<file path="config.mk">
export PLATFORM = sky130hd
export DESIGN_NAME = pe_inst_sequencer
export DESIGN_NICKNAME = d
export VERILOG_FILES = /design/src/rtl/pe_inst_sequencer.sv
export SDC_FILE = /design/constraint.sdc
export NUM_CORES = 1
export LEC_CHECK = 0
export ABC_AREA = 1
export BUFFER_PORTS_ARGS = -buffer_cell sky130_fd_sc_hd__clkbuf_2
export CELL_PAD_IN_SITES_DETAIL_PLACEMENT = 0
export CELL_PAD_IN_SITES_GLOBAL_PLACEMENT = 1
export CORE_AREA = 2 2 100 102
export CTS_CLUSTER_SIZE = 20
export DETAILED_ROUTE_END_ITERATION = 16
export DIE_AREA = 0 0 102 104
export PLACE_DENSITY_LB_ADDON = 0.1
export SKIP_CTS_REPAIR_TIMING = 1
export SLEW_MARGIN = 0
export SYNTH_ARGS = -nofsm -noshare
export SYNTH_HDL_FRONTEND = slang
export SYNTH_SLANG_ARGS = --single-unit
</file>
<file path="constraint.sdc">
create_clock -name i_clk -period 1.7 [get_ports i_clk]
set_input_delay 0.255 -clock i_clk [delete_from_list [all_inputs] [get_ports i_clk]]
set_output_delay 0.255 -clock i_clk [all_outputs]
set_load 0.02 [all_outputs]
</file>
<file path="src/rtl/pe_inst_sequencer.sv">
// Broadcasts the PE instruction program (SET, LOAD_IFMAP/LOAD_WGHT/CONV per pass, optional ACC)
// with a per-PE valid/ready handshake. Optional macro PE_SEQ_STALL_CNT_EN adds o_stall_cnt.
module pe_inst_sequencer #(
    parameter int NUM_PE             = 4,
    parameter int CONV_INFO_BITWIDTH = 9,
    parameter int PASS_BITWIDTH      = 8
) (
    input  logic                          i_clk,
    input  logic                          i_rst_n,
    input  logic                          i_start,
    input  logic [CONV_INFO_BITWIDTH-1:0] i_conv_info,
    input  logic [PASS_BITWIDTH-1:0]      i_num_pass,
    input  logic                          i_acc_en,
    output logic [2:0]                    o_opcode,
    output logic [CONV_INFO_BITWIDTH-1:0] o_conv_info,
    output logic [NUM_PE-1:0]             o_inst_valid,
    input  logic [NUM_PE-1:0]             i_inst_ready,
    output logic                          o_busy,
    output logic                          o_done,
    output logic                          o_err,
`ifdef PE_SEQ_STALL_CNT_EN
    output logic [15:0]                   o_stall_cnt,
`endif
    output logic [PASS_BITWIDTH-1:0]      o_pass_idx
);

    localparam logic [2:0] OP_NOP  = 3'b000;
    localparam logic [2:0] OP_SET  = 3'b001;
    localparam logic [2:0] OP_LIF  = 3'b010;
    localparam logic [2:0] OP_LWG  = 3'b011;
    localparam logic [2:0] OP_CONV = 3'b100;
    localparam logic [2:0] OP_ACC  = 3'b101;
    localparam logic [NUM_PE-1:0] ALL_PE = {NUM_PE{1'b1}};

    typedef enum logic [1:0] {S_IDLE, S_ISSUE, S_DRAIN} state_t;

    state_t                          state_q;
    logic [2:0]                      opcode_q;
    logic [NUM_PE-1:0]               valid_q;
    logic                            busy_q;
    logic                            done_q;
    logic                            err_q;
    logic [PASS_BITWIDTH-1:0]        pass_q;
    logic [PASS_BITWIDTH-1:0]        num_pass_q;
    logic [CONV_INFO_BITWIDTH-1:0]   conv_q;
    logic                            acc_en_q;
    logic                            drain_min_q;

    logic [NUM_PE-1:0]               pend_d;
    logic                            retire_d;
    logic                            last_pass_d;
    logic                            cfg_bad_d;

    // A bit stays pending until its own PE handshakes; the instruction retires when none remain.
    assign pend_d      = valid_q & ~i_inst_ready;
    assign retire_d    = (state_q == S_ISSUE) && (pend_d == '0);
    assign last_pass_d = (pass_q == num_pass_q - PASS_BITWIDTH'(1));
    assign cfg_bad_d   = (i_conv_info[8:6] == 3'd0) || (i_conv_info[5:3] == 3'd0) ||
                         (i_conv_info[2:0] == 3'd0) || (i_num_pass == '0);

    always_ff @(posedge i_clk) begin
        if (!i_rst_n) begin
            state_q     <= S_IDLE;
            opcode_q    <= OP_NOP;
            valid_q     <= '0;
            busy_q      <= 1'b0;
            done_q      <= 1'b0;
            err_q       <= 1'b0;
            pass_q      <= '0;
            num_pass_q  <= '0;
            conv_q      <= '0;
            acc_en_q    <= 1'b0;
            drain_min_q <= 1'b0;
        end else begin
            done_q <= 1'b0;
            err_q  <= 1'b0;
            case (state_q)
                S_IDLE: begin
                    if (i_start) begin
                        if (cfg_bad_d) begin
                            err_q <= 1'b1;
                        end else begin
                            conv_q     <= i_conv_info;
                            num_pass_q <= i_num_pass;
                            acc_en_q   <= i_acc_en;
                            busy_q     <= 1'b1;
                            pass_q     <= '0;
                            opcode_q   <= OP_SET;
                            valid_q    <= ALL_PE;
                            state_q    <= S_ISSUE;
                        end
                    end
                end
                S_ISSUE: begin
                    valid_q <= pend_d;
                    if (retire_d) begin
                        valid_q <= ALL_PE;
                        case (opcode_q)
                            OP_SET: opcode_q <= OP_LIF;
                            OP_LIF: opcode_q <= OP_LWG;
                            OP_LWG: opcode_q <= OP_CONV;
                            OP_CONV: begin
                                if (!last_pass_d) begin
                                    pass_q   <= pass_q + PASS_BITWIDTH'(1);
                                    opcode_q <= OP_LIF;
                                end else if (acc_en_q) begin
                                    opcode_q <= OP_ACC;
                                end else begin
                                    valid_q     <= '0;
                                    drain_min_q <= 1'b1;
                                    state_q     <= S_DRAIN;
                                end
                            end
                            default: begin
                                valid_q     <= '0;
                                drain_min_q <= 1'b1;
                                state_q     <= S_DRAIN;
                            end
                        endcase
                    end
                end
                S_DRAIN: begin
                    // First drain cycle is spent unconditionally so a ready held through the last accept is not mistaken for idle.
                    if (drain_min_q) begin
                        drain_min_q <= 1'b0;
                    end else if (i_inst_ready == ALL_PE) begin
                        done_q   <= 1'b1;
                        busy_q   <= 1'b0;
                        opcode_q <= OP_NOP;
                        pass_q   <= '0;
                        state_q  <= S_IDLE;
                    end
                end
                default: state_q <= S_IDLE;
            endcase
        end
    end

`ifdef PE_SEQ_STALL_CNT_EN
    logic [15:0] stall_q;

    always_ff @(posedge i_clk) begin
        if (!i_rst_n) begin
            stall_q <= '0;
        end else if ((state_q == S_IDLE) && i_start && !cfg_bad_d) begin
            stall_q <= '0;
        end else if ((pend_d != '0) && (stall_q != 16'hFFFF)) begin
            stall_q <= stall_q + 16'd1;
        end
    end

    assign o_stall_cnt = stall_q;
`endif

    assign o_opcode     = opcode_q;
    assign o_conv_info  = conv_q;
    assign o_inst_valid = valid_q;
    assign o_busy       = busy_q;
    assign o_done       = done_q;
    assign o_err        = err_q;
    assign o_pass_idx   = pass_q;

endmodule

</file>
== After elaboration in Yosys (flattened, before gate mapping) ==
Index checks and enable logic that the tools add are counted.
Cells by class
  add/subtract/negate cells: 2
  muxes and demuxes: 45
  equality and inequality tests: 20
  bitwise logic cells: 5
  reductions and logical operators: 24
Operators with widths (number)
  8-bit two-way mux: 7
  8-bit one-hot mux with 3 select lines: 1
  8-bit AND reduction: 3
  3-bit two-way mux: 7
  4-bit two-way mux: 5
  4-bit one-hot mux with 2 select lines: 2
  2-bit two-way mux: 7
  2-bit != test (second input constant): 7
  3-bit one-hot mux with 4 select lines: 1
  5-bit AND reduction: 2
  3-bit zero test: 3
  1-bit two-way mux: 9
  3-bit one-hot mux with 3 select lines: 1
  3-bit AND reduction: 3
  8-bit by 1-bit adder with 8-bit output (second input constant): 1
  8-bit equality test: 1
  8-bit zero test: 1
  8-bit by 1-bit subtractor with 8-bit output (second input constant): 1
  3-bit by 2-bit equality test with 1-bit output (second input constant): 2
  3-bit != test (second input constant): 2
  1-bit one-hot mux with 2 select lines: 3
  2-bit one-hot mux with 3 select lines: 1
  2-bit nonzero test: 3
  3-bit OR reduction: 2
  other kinds (17): 21
Word-level totals
  register bits: 39
  logic and storage cells: 107
  input port bits: 25
  output and inout bits: 27

== Logic depth before layout (Yosys ltp) ==
Gate-level depths: netlist of run 1.
  depth after elaboration: 7
  gate-level depth with buffers: 14
  depth with buffers taken out: 14

== Worst setup path after synthesis of run 1 ==
OpenSTA, ideal clock, no wires.
  path type: register to register
  start point: register num_pass_q[0]
  end point: register opcode_q[0], in the netlist o_opcode[0]
  stages on the path, launching flop included: 13
  library setup time: 115 ps
  data required time: 1585 ps
  clock period less this slack: 1753 ps
  path buffers: 0
  setup slack: -53 ps
  arrival: 1638 ps
  path through: dfxtp_1 -> inv_2 -> ha_1 -> nand2_1 -> nand2_1 -> nor2_1 -> nand2_1 -> nor2_1 -> nand3_1 -> nor2_1 -> nand4_1 -> a21oi_1 -> nor2_1
Between the ends
  word-level cells in the longest chain between the ends: 6
  elaborated cells on any way between the ends: 8
  classes of those cells: 1 x add/sub; 2 x eq/ne; 4 x mux; 1 x reduce/logical
Ends and longest elaborated chain
  start, declared: RTL line 44  | logic [PASS_BITWIDTH-1:0] num_pass_q;
  start signal, assigned: RTL line 84  | num_pass_q <= i_num_pass;
  8-bit by 1-bit subtractor with 8-bit output *: RTL line 57  | assign last_pass_d = (pass_q == num_pass_q - PASS_BITWIDTH'(1));
  8-bit equality test *: RTL line 57
  3-bit two-way mux: RTL line 103  | if (!last_pass_d) begin
  3-bit one-hot mux with 4 select lines: RTL line 98  | case (opcode_q)
  3-bit two-way mux: RTL line 96  | if (retire_d) begin
  3-bit one-hot mux with 3 select lines: RTL line 77  | case (state_q)
  end signal, assigned: RTL line 99  | OP_SET: opcode_q <= OP_LIF;
  end signal, assigned: RTL line 100  | OP_LIF: opcode_q <= OP_LWG;
  end signal, assigned: RTL line 105  | opcode_q <= OP_LIF;
  end, declared: RTL line 38  | logic [2:0] opcode_q;
Mark *: on every way between the ends. The rest lies on a longest branch, timed or not. The select of a mux whose other input is x is not followed.
A chain may end at the register's enable or synchronous reset.

== Worst setup path in the final report of run 1 ==
  start point: register num_pass_q[1]
  end point: register opcode_q[1], in the netlist o_opcode[1]
The elaborated chain is that of the path after synthesis.

==> results of run 1 <==
==> area by class of cell <==
class	instances	area, sq um	share of cell area (%)
timing repair buffer	105	706	20.1
multi-input combinational	260	1550	44.2
clock inverter	1	5.00	0.142
clock buffer	6	82.6	2.35
sequential	39	791	22.5
tap	133	166	4.73
inverter	56	213	6.05
==> worst min-delay path by stage <==
| stage | start | endpoint | slack, ns | depth (start not counted) |
|---|---|---|---|---|
| floorplan | i_rst_n | num_pass_q[0]$_SDFFE_PN0P_ | 0.39 | 2 |
| global placement | o_conv_info[6]$_SDFFE_PN0P_ | o_conv_info[6]$_SDFFE_PN0P_ | 0.43 | 2 |
| detailed placement | o_conv_info[1]$_SDFFE_PN0P_ | o_conv_info[1]$_SDFFE_PN0P_ | 0.43 | 2 |
| CTS | i_start | o_err$_SDFF_PN0_ | 0.21 | 3 |
| global route | i_start | o_err$_SDFF_PN0_ | 0.25 | 3 |
| finish | i_start | o_err$_SDFF_PN0_ | 0.23 | 3 |
==> synthesized netlist by cell type, drive strengths merged <==
cell type,number
a22o,1
nand3,34
nand2,85
xnor2,1
xor2,7
inv,56
nor2,46
a32o,1
nand4,6
o221a,1
buf,6
nor3,5
clkbuf,4
nor3b,1
ha,6
o21ai,28
a31oi,1
dfxtp,39
a21oi,37
==> worst max-delay path, delay by kind of cell (launching register included) <==
family / cells / cell delay [ns]
flops: 1 / 0.36
simple gates: 11 / 0.85
buf+inv: 3 / 0.25
fa+ha+maj: 1 / 0.26
==> through the flow <==
stage / TNS [ns] / worst slack, ns
4_1_cts: -2.10 / -0.199
2_1_floorplan: 0 / 0.000764
6_report: -0.443 / -0.0706
5_1_grt: -3.27 / -0.295
3_3_place_gp: -1.70 / -0.188
3_5_place_dp: -1.89 / -0.201
==> cells by family after synthesis <==
group                    count (synthesis)  synth area share (%)
AND/OR/NAND/NOR                        177                  33.6
AO/OA/AOI/OAI                           69                  15.9
adder cells (fa/ha/maj)                  6                  3.20
buffers and inverters                   66                  11.1
XOR/XNOR                                 8                  2.98
flip-flops                              39                  33.2
==> flip-flops by register name, indices dropped and copies added, names as in the netlist <==
register      flops
acc_en_q          1
num_pass_q        8
drain_min_q       1
o_opcode          3
o_err             1
o_done            1
o_inst_valid      4
o_pass_idx        8
o_conv_info       9
state_q           2
o_busy            1
==> metal layers <==
metal	wire length [um]	GRT usage (%)
met1	3640	20.2
met2	3180	21.2
met3	262	2.62
met4	60	2.57
met5	0	0
==> power by group through the flow <==
stage          clock network, mW  registers, mW  logic [mW]
2_1_floorplan                  0           1.41        1.30
3_3_place_gp                   0           1.29        2.40
3_5_place_dp                   0           1.29        2.39
4_1_cts                    0.698           1.27        2.40
5_1_grt                    0.735           1.31        3.06
6_report                   0.654           1.28        2.76
==> results.sh, run 1 <==
export IMPL_slowest_stage="dfxtp_2"
export IMPL_whs_ns=0.226
export IMPL_htree_levels=2
export IMPL_cts_sinks=39
export IMPL_drc=0
export IMPL_cts_tree="built"
export IMPL_p_clk_share_pct=13.9
export IMPL_crit_type="flop to flop"
export IMPL_die_area_sq_um=10600
export IMPL_final_common_cell="nand2_1"
export IMPL_sw_frac_of_total_pct=44.8
export IMPL_detail_route_antenna_nets=0
export IMPL_instances_no_fill=600
export IMPL_crit_chain="inv_2 > ha_4 > inv_2 > nand2_2 > nand2_2 > nor2_4 > nand2_1 > nor2_1 > nand3_1 > nor2_1 > nand4_1 > buf_6 > nand3_2 > nand2_1 > nor2_1"
export IMPL_drive_gt1_share_pct=41.1
export IMPL_setup_ws_ns=-0.0706
export IMPL_fin_skew_ns=0.00622
export IMPL_min_period_ns=1.77
export IMPL_final_core_util_pct=36.8
export IMPL_fill_cells=1095
export IMPL_grt_pass1_vias=2454
export IMPL_antenna_found_initial=0
export IMPL_finalHoldViolCount=0
export IMPL_wl_per_cell_um=11.9
export IMPL_dpl_hpwl_mm=5.67
export IMPL_grt_max_degree=35
export IMPL_drv_slew=0
export IMPL_io_pins=52
export IMPL_clock_latency_ns=0.29
export IMPL_cpPeakStageDelay_ns=0.36
export IMPL_fin_nets=498
export IMPL_placed_area_sq_um=3180
export IMPL_synth_area_leaders="dfxtp_1 (33%), nand2_1 (12%), inv_1 (8.5%)"
export IMPL_p_seq_share_pct=27.2
export IMPL_most_common_layout_cells="nand2_1 (64), clkbuf_2 (51), buf_4 (49)"
export IMPL_critPathCaptureType="flop"
export IMPL_r2r_start="num_pass_q[1]$_SDFFE_PN0P_"
export IMPL_row_count=36
export IMPL_min_period_over_period_pct=104
export IMPL_dp_cells=592
export IMPL_relSlewSlack_pct=79.9
export IMPL_yosysUniqueCellTypes=30
export IMPL_synth_area_sq_um=2350
export IMPL_path_common_cell="nor2_1"
export IMPL_initial_core_util_pct=24.6
export IMPL_tightest_slew_ns=0.299
export IMPL_drtPass1Iterations=4
export IMPL_yosysWarnings=0
export IMPL_die_height_um=104
export IMPL_worst_path_max_fanout=6
export IMPL_synth_cells=365
export IMPL_maxCapViolCount=0
export IMPL_r2r_end="o_opcode[1]$_SDFFE_PN0P_"
export IMPL_critPathArrivalTime_ns=2.00
export IMPL_p_sw_mw=2.10
export IMPL_combPwrFrac_pct=58.8
export IMPL_violations="negative setup slack"
export IMPL_p_int_mw=2.59
export IMPL_power_total_mw=4.69
export IMPL_cts_buffers_inserted=5
export IMPL_yosys_area_top_type="dfxtp_1"
export IMPL_diodes=0
export IMPL_critPathCapture="o_opcode[1]$_SDFFE_PN0P_"
export IMPL_power_density_nw_per_um2=1330
export IMPL_rsz0062_at_grt="yes"
export IMPL_cp_startpoint="num_pass_q[1]$_SDFFE_PN0P_"
export IMPL_gp_congestion=0.775
export IMPL_synth_fp_nets=396
export IMPL_path_clk_slew_ns=0.08
export IMPL_startpoint_type="flop"
export IMPL_grt_pass1_wl_mm=11.8
export IMPL_fmax_mhz=565
export IMPL_portBuffers=51
export IMPL_clockBufferDepth=2
export IMPL_area_delta_synth_final_pct=49.8
export IMPL_status="finished, violations left"
export IMPL_drt_wl_total_mm=7.15
export IMPL_cts_root_buffer="clkbuf_8"
export IMPL_leakage_nw=1.63
export IMPL_reg2reg_depth=15
export IMPL_r2r_slack_ns=-0.07
export IMPL_synth_avg_cell_area_sq_um=6.43
export IMPL_initialDrtViolationCount=62
export IMPL_routed_via_count=2566
export IMPL_core_area_sq_um=9550
export IMPL_synth_yosys_seq_area_share_pct=33.2
export IMPL_peakVddDrop_mv=0.530
export IMPL_synth_top_area_share_pct=33.2
export IMPL_grt_overflow=0
export IMPL_routed_via_density=4.28
export IMPL_cp_required_ns=1.93
export IMPL_die_w_um=102
export IMPL_track_usage_pct=13.8
export IMPL_synth_seq_cells=39
export IMPL_stdcell_area_sq_um=3520
export IMPL_finalSetupViolCount=15
export IMPL_hp_class="input port to flop"
Note: power is estimated with default switching activity, not from simulation.
==> run 2, diff against run 1 <==
ABC_AREA = not set   (was 1)
CORE_AREA = 2 2 96 98   (was 2 2 100 102)
CTS_CLUSTER_SIZE = 14   (was 20)
DIE_AREA = 0 0 98 100   (was 0 0 102 104)
==> results.sh, run 2 <==
export IMPL_status="finished, violations left"
export IMPL_violations="negative setup slack"
export IMPL_p_int_mw=2.70
export IMPL_cts_root_buffer="clkbuf_8"
export IMPL_synth_async_sr_flop_share_pct=0
export IMPL_io_pins=52
export IMPL_cts_buffers_inserted=5
export IMPL_synth_top_family_by_area="simple AND/OR/NAND/NOR gates"
export IMPL_routed_via_count=2123
export IMPL_critPathCaptureType="flop"
export IMPL_peakVddDrop_mv=0.757
export IMPL_area_delta_synth_final_pct=51.2
export IMPL_grt_pass1_vias=2119
export IMPL_yosysUniqueCellTypes=48
export IMPL_track_usage_pct=13.2
export IMPL_htree_levels=2
export IMPL_fin_skew_ns=0.00423
export IMPL_grt_max_degree=18
export IMPL_antenna_found_initial=0
export IMPL_drc=0
export IMPL_synthAdderAreaFrac_pct=3.49
export IMPL_power_density_nw_per_um2=1310
export IMPL_worst_path_max_fanout=4
export IMPL_yosysMostFrequentCell="dfxtp_1"
export IMPL_fill_cells=958
export IMPL_routed_via_density=4.43
export IMPL_drt_wl_total_mm=6.35
export IMPL_startpoint_type="flop"
export IMPL_instances_no_fill=479
export IMPL_initial_core_util_pct=24.2
export IMPL_synth_mux_area_share_pct=9.31
export IMPL_grt_overflow=0
export IMPL_fin_tns_setup_ns=-9.99
export IMPL_setup_ws_ns=-0.664
export IMPL_cts_tree="built"
export IMPL_synth_area_sq_um=2150
export IMPL_die_height_um=100
export IMPL_diodes=0
export IMPL_dp_cells=470
export IMPL_final_common_cell="buf_4"
export IMPL_combPwrFrac_pct=50.7
export IMPL_synth_fp_nets=278
export IMPL_p_clk_share_pct=21.9
export IMPL_die_area_sq_um=9800
export IMPL_finalHoldViolCount=0
export IMPL_die_w_um=98
export IMPL_cp_required_ns=1.89
export IMPL_relSlewSlack_pct=76.6
export IMPL_drive_gt1_share_pct=43.2
export IMPL_synthSimpleGateAreaFrac_pct=25.5
export IMPL_synth_cells=247
export IMPL_synth_xor_area_share_pct=3.67
export IMPL_rsz0062_at_grt="yes"
export IMPL_min_period_ns=2.36
export IMPL_yosysWarnings=0
export IMPL_clockBufferDepth=2
export IMPL_p_seq_share_pct=27.4
export IMPL_critPathArrivalTime_ns=2.56
export IMPL_synth_yosys_seq_area_share_pct=36.3
export IMPL_clock_latency_ns=0.29
export IMPL_initialDrtViolationCount=56
export IMPL_sw_frac_of_total_pct=36.3
export IMPL_drtPass1Iterations=4
export IMPL_yosys_area_top_type="dfxtp_1"
export IMPL_dpl_hpwl_mm=4.91
export IMPL_synth_area_leaders="dfxtp_1 (36%), mux2i_1 (9.3%), nor2b_1 (7.0%)"
export IMPL_synth_compound_area_share_pct=17.3
export IMPL_tightest_slew_ns=0.347
export IMPL_fmax_mhz=423
export IMPL_synth_top_flop_cell="dfxtp_1"
export IMPL_detail_route_antenna_nets=0
export IMPL_synthTopCellsByCount="dfxtp_1 (39), nor2b_1 (24), mux2i_1 (20), o21ai_0 (17), nand2_1 (16)"
export IMPL_finalSetupViolCount=18
export IMPL_hp_class="input port to flop"
export IMPL_portBuffers=51
export IMPL_synth_edf_count=0
export IMPL_leakage_nw=1.57
export IMPL_wl_per_cell_um=13.3
export IMPL_synth_seq_cells=39
export IMPL_core_area_sq_um=8890
export IMPL_cts_sinks=39
export IMPL_fin_nets=398
export IMPL_synth_avg_cell_area_sq_um=8.70
export IMPL_path_clk_slew_ns=0.08
export IMPL_pre_cts_slack_ns=-0.640
export IMPL_maxCapViolCount=0
export IMPL_crit_type="flop to flop"
export IMPL_min_period_over_period_pct=139
export IMPL_p_sw_mw=1.54
export IMPL_largest_reg_flops=9
export IMPL_synth_top_area_share_pct=36.3
export IMPL_gp_congestion=0.720
export IMPL_most_common_layout_cells="buf_4 (71), clkbuf_2 (51), dfxtp_1 (34)"
export IMPL_grt_pass1_wl_mm=10.4
export IMPL_drv_slew=0
export IMPL_row_count=35
==> run 2: cell count changes in the layout (fill, tap and decap cells not counted), sizes merged, moves of 5 or more <==
cell,delta
inv,-42
nor2,-36
buf,+17
nand2,-69
nand3,-30
nor2b,+24
and3,+6
o21ai,-11
mux2i,+20
a21boi,+5
or3,+7
a21oi,-26
==> run 2: worst max-delay path, cell delays in order, from the launching register on <==
cell and delay (ns):
dfxtp_2 0.32, or3_4 0.40, o31a_1 0.26, buf_4 0.14, nor4_4 0.32, o211ai_2 0.16, buf_4 0.17, o22ai_2 0.20
nor3_1 0.08, a31o_2 0.21
==> run 2: worst paths after layout <==
kind	slack, ns	endpoint	start	depth (start not counted)
min reg2reg	0.50	o_busy$_SDFFE_PN0P_	o_busy$_SDFFE_PN0P_	1
max reg2reg	-0.66	o_opcode[1]$_SDFFE_PN0P_	num_pass_q[4]$_SDFFE_PN0P_	9
max	-0.66	o_opcode[1]$_SDFFE_PN0P_	num_pass_q[4]$_SDFFE_PN0P_	9
min	0.22	acc_en_q$_SDFFE_PN0P_	i_acc_en	3
==> run 2: cells by family after synthesis <==
group           after synthesis
fa+ha+maj                     6
flops                        39
mux                          20
xor+xnor                      9
buf+inv                      23
compound gates               54
simple gates                 96
==> run 2: through the flow <==
step | total power [mW] | utilization, % | hold WS [ns] | instance area (sq um)
floorplan | 2.38 | - | 0.395 | 2160
global route | 4.58 | 36.6 | 0.233 | 3250
finish | 4.24 | 36.6 | 0.224 | 3250
global placement | 3.27 | 34.2 | 0.486 | 3040
CTS | 4.22 | 35.7 | 0.229 | 3170
detailed placement | 3.26 | 34.2 | 0.488 | 3040
==> run 2: final cells by class <==
class	instances	area, sq um	area share, %
timing repair buffer	122	788	24.2
multi-input combinational	185	1350	41.6
clock inverter	2	60.1	1.85
sequential	39	787	24.2
clock buffer	6	72.6	2.23
inverter	14	52.6	1.62
tap	111	139	4.27
==> run 2: per-layer routing <==
layer,part of all wire (%),track usage [%],vias up
met4,1.1,3.53,0
met1,46,16.9,975
met5,0,0,-
li1,-,-,1116
met2,50,22.6,26
met3,2.8,2.65,6
==> run 2: power by group through the flow <==
stage / registers (mW) / clock network, mW / logic, mW
3_3_place_gp: 1.18 / 0 / 2.09
3_5_place_dp: 1.18 / 0 / 2.08
2_1_floorplan: 1.33 / 0 / 1.05
5_1_grt: 1.18 / 1.00 / 2.39
4_1_cts: 1.16 / 0.965 / 2.09
6_report: 1.16 / 0.931 / 2.15
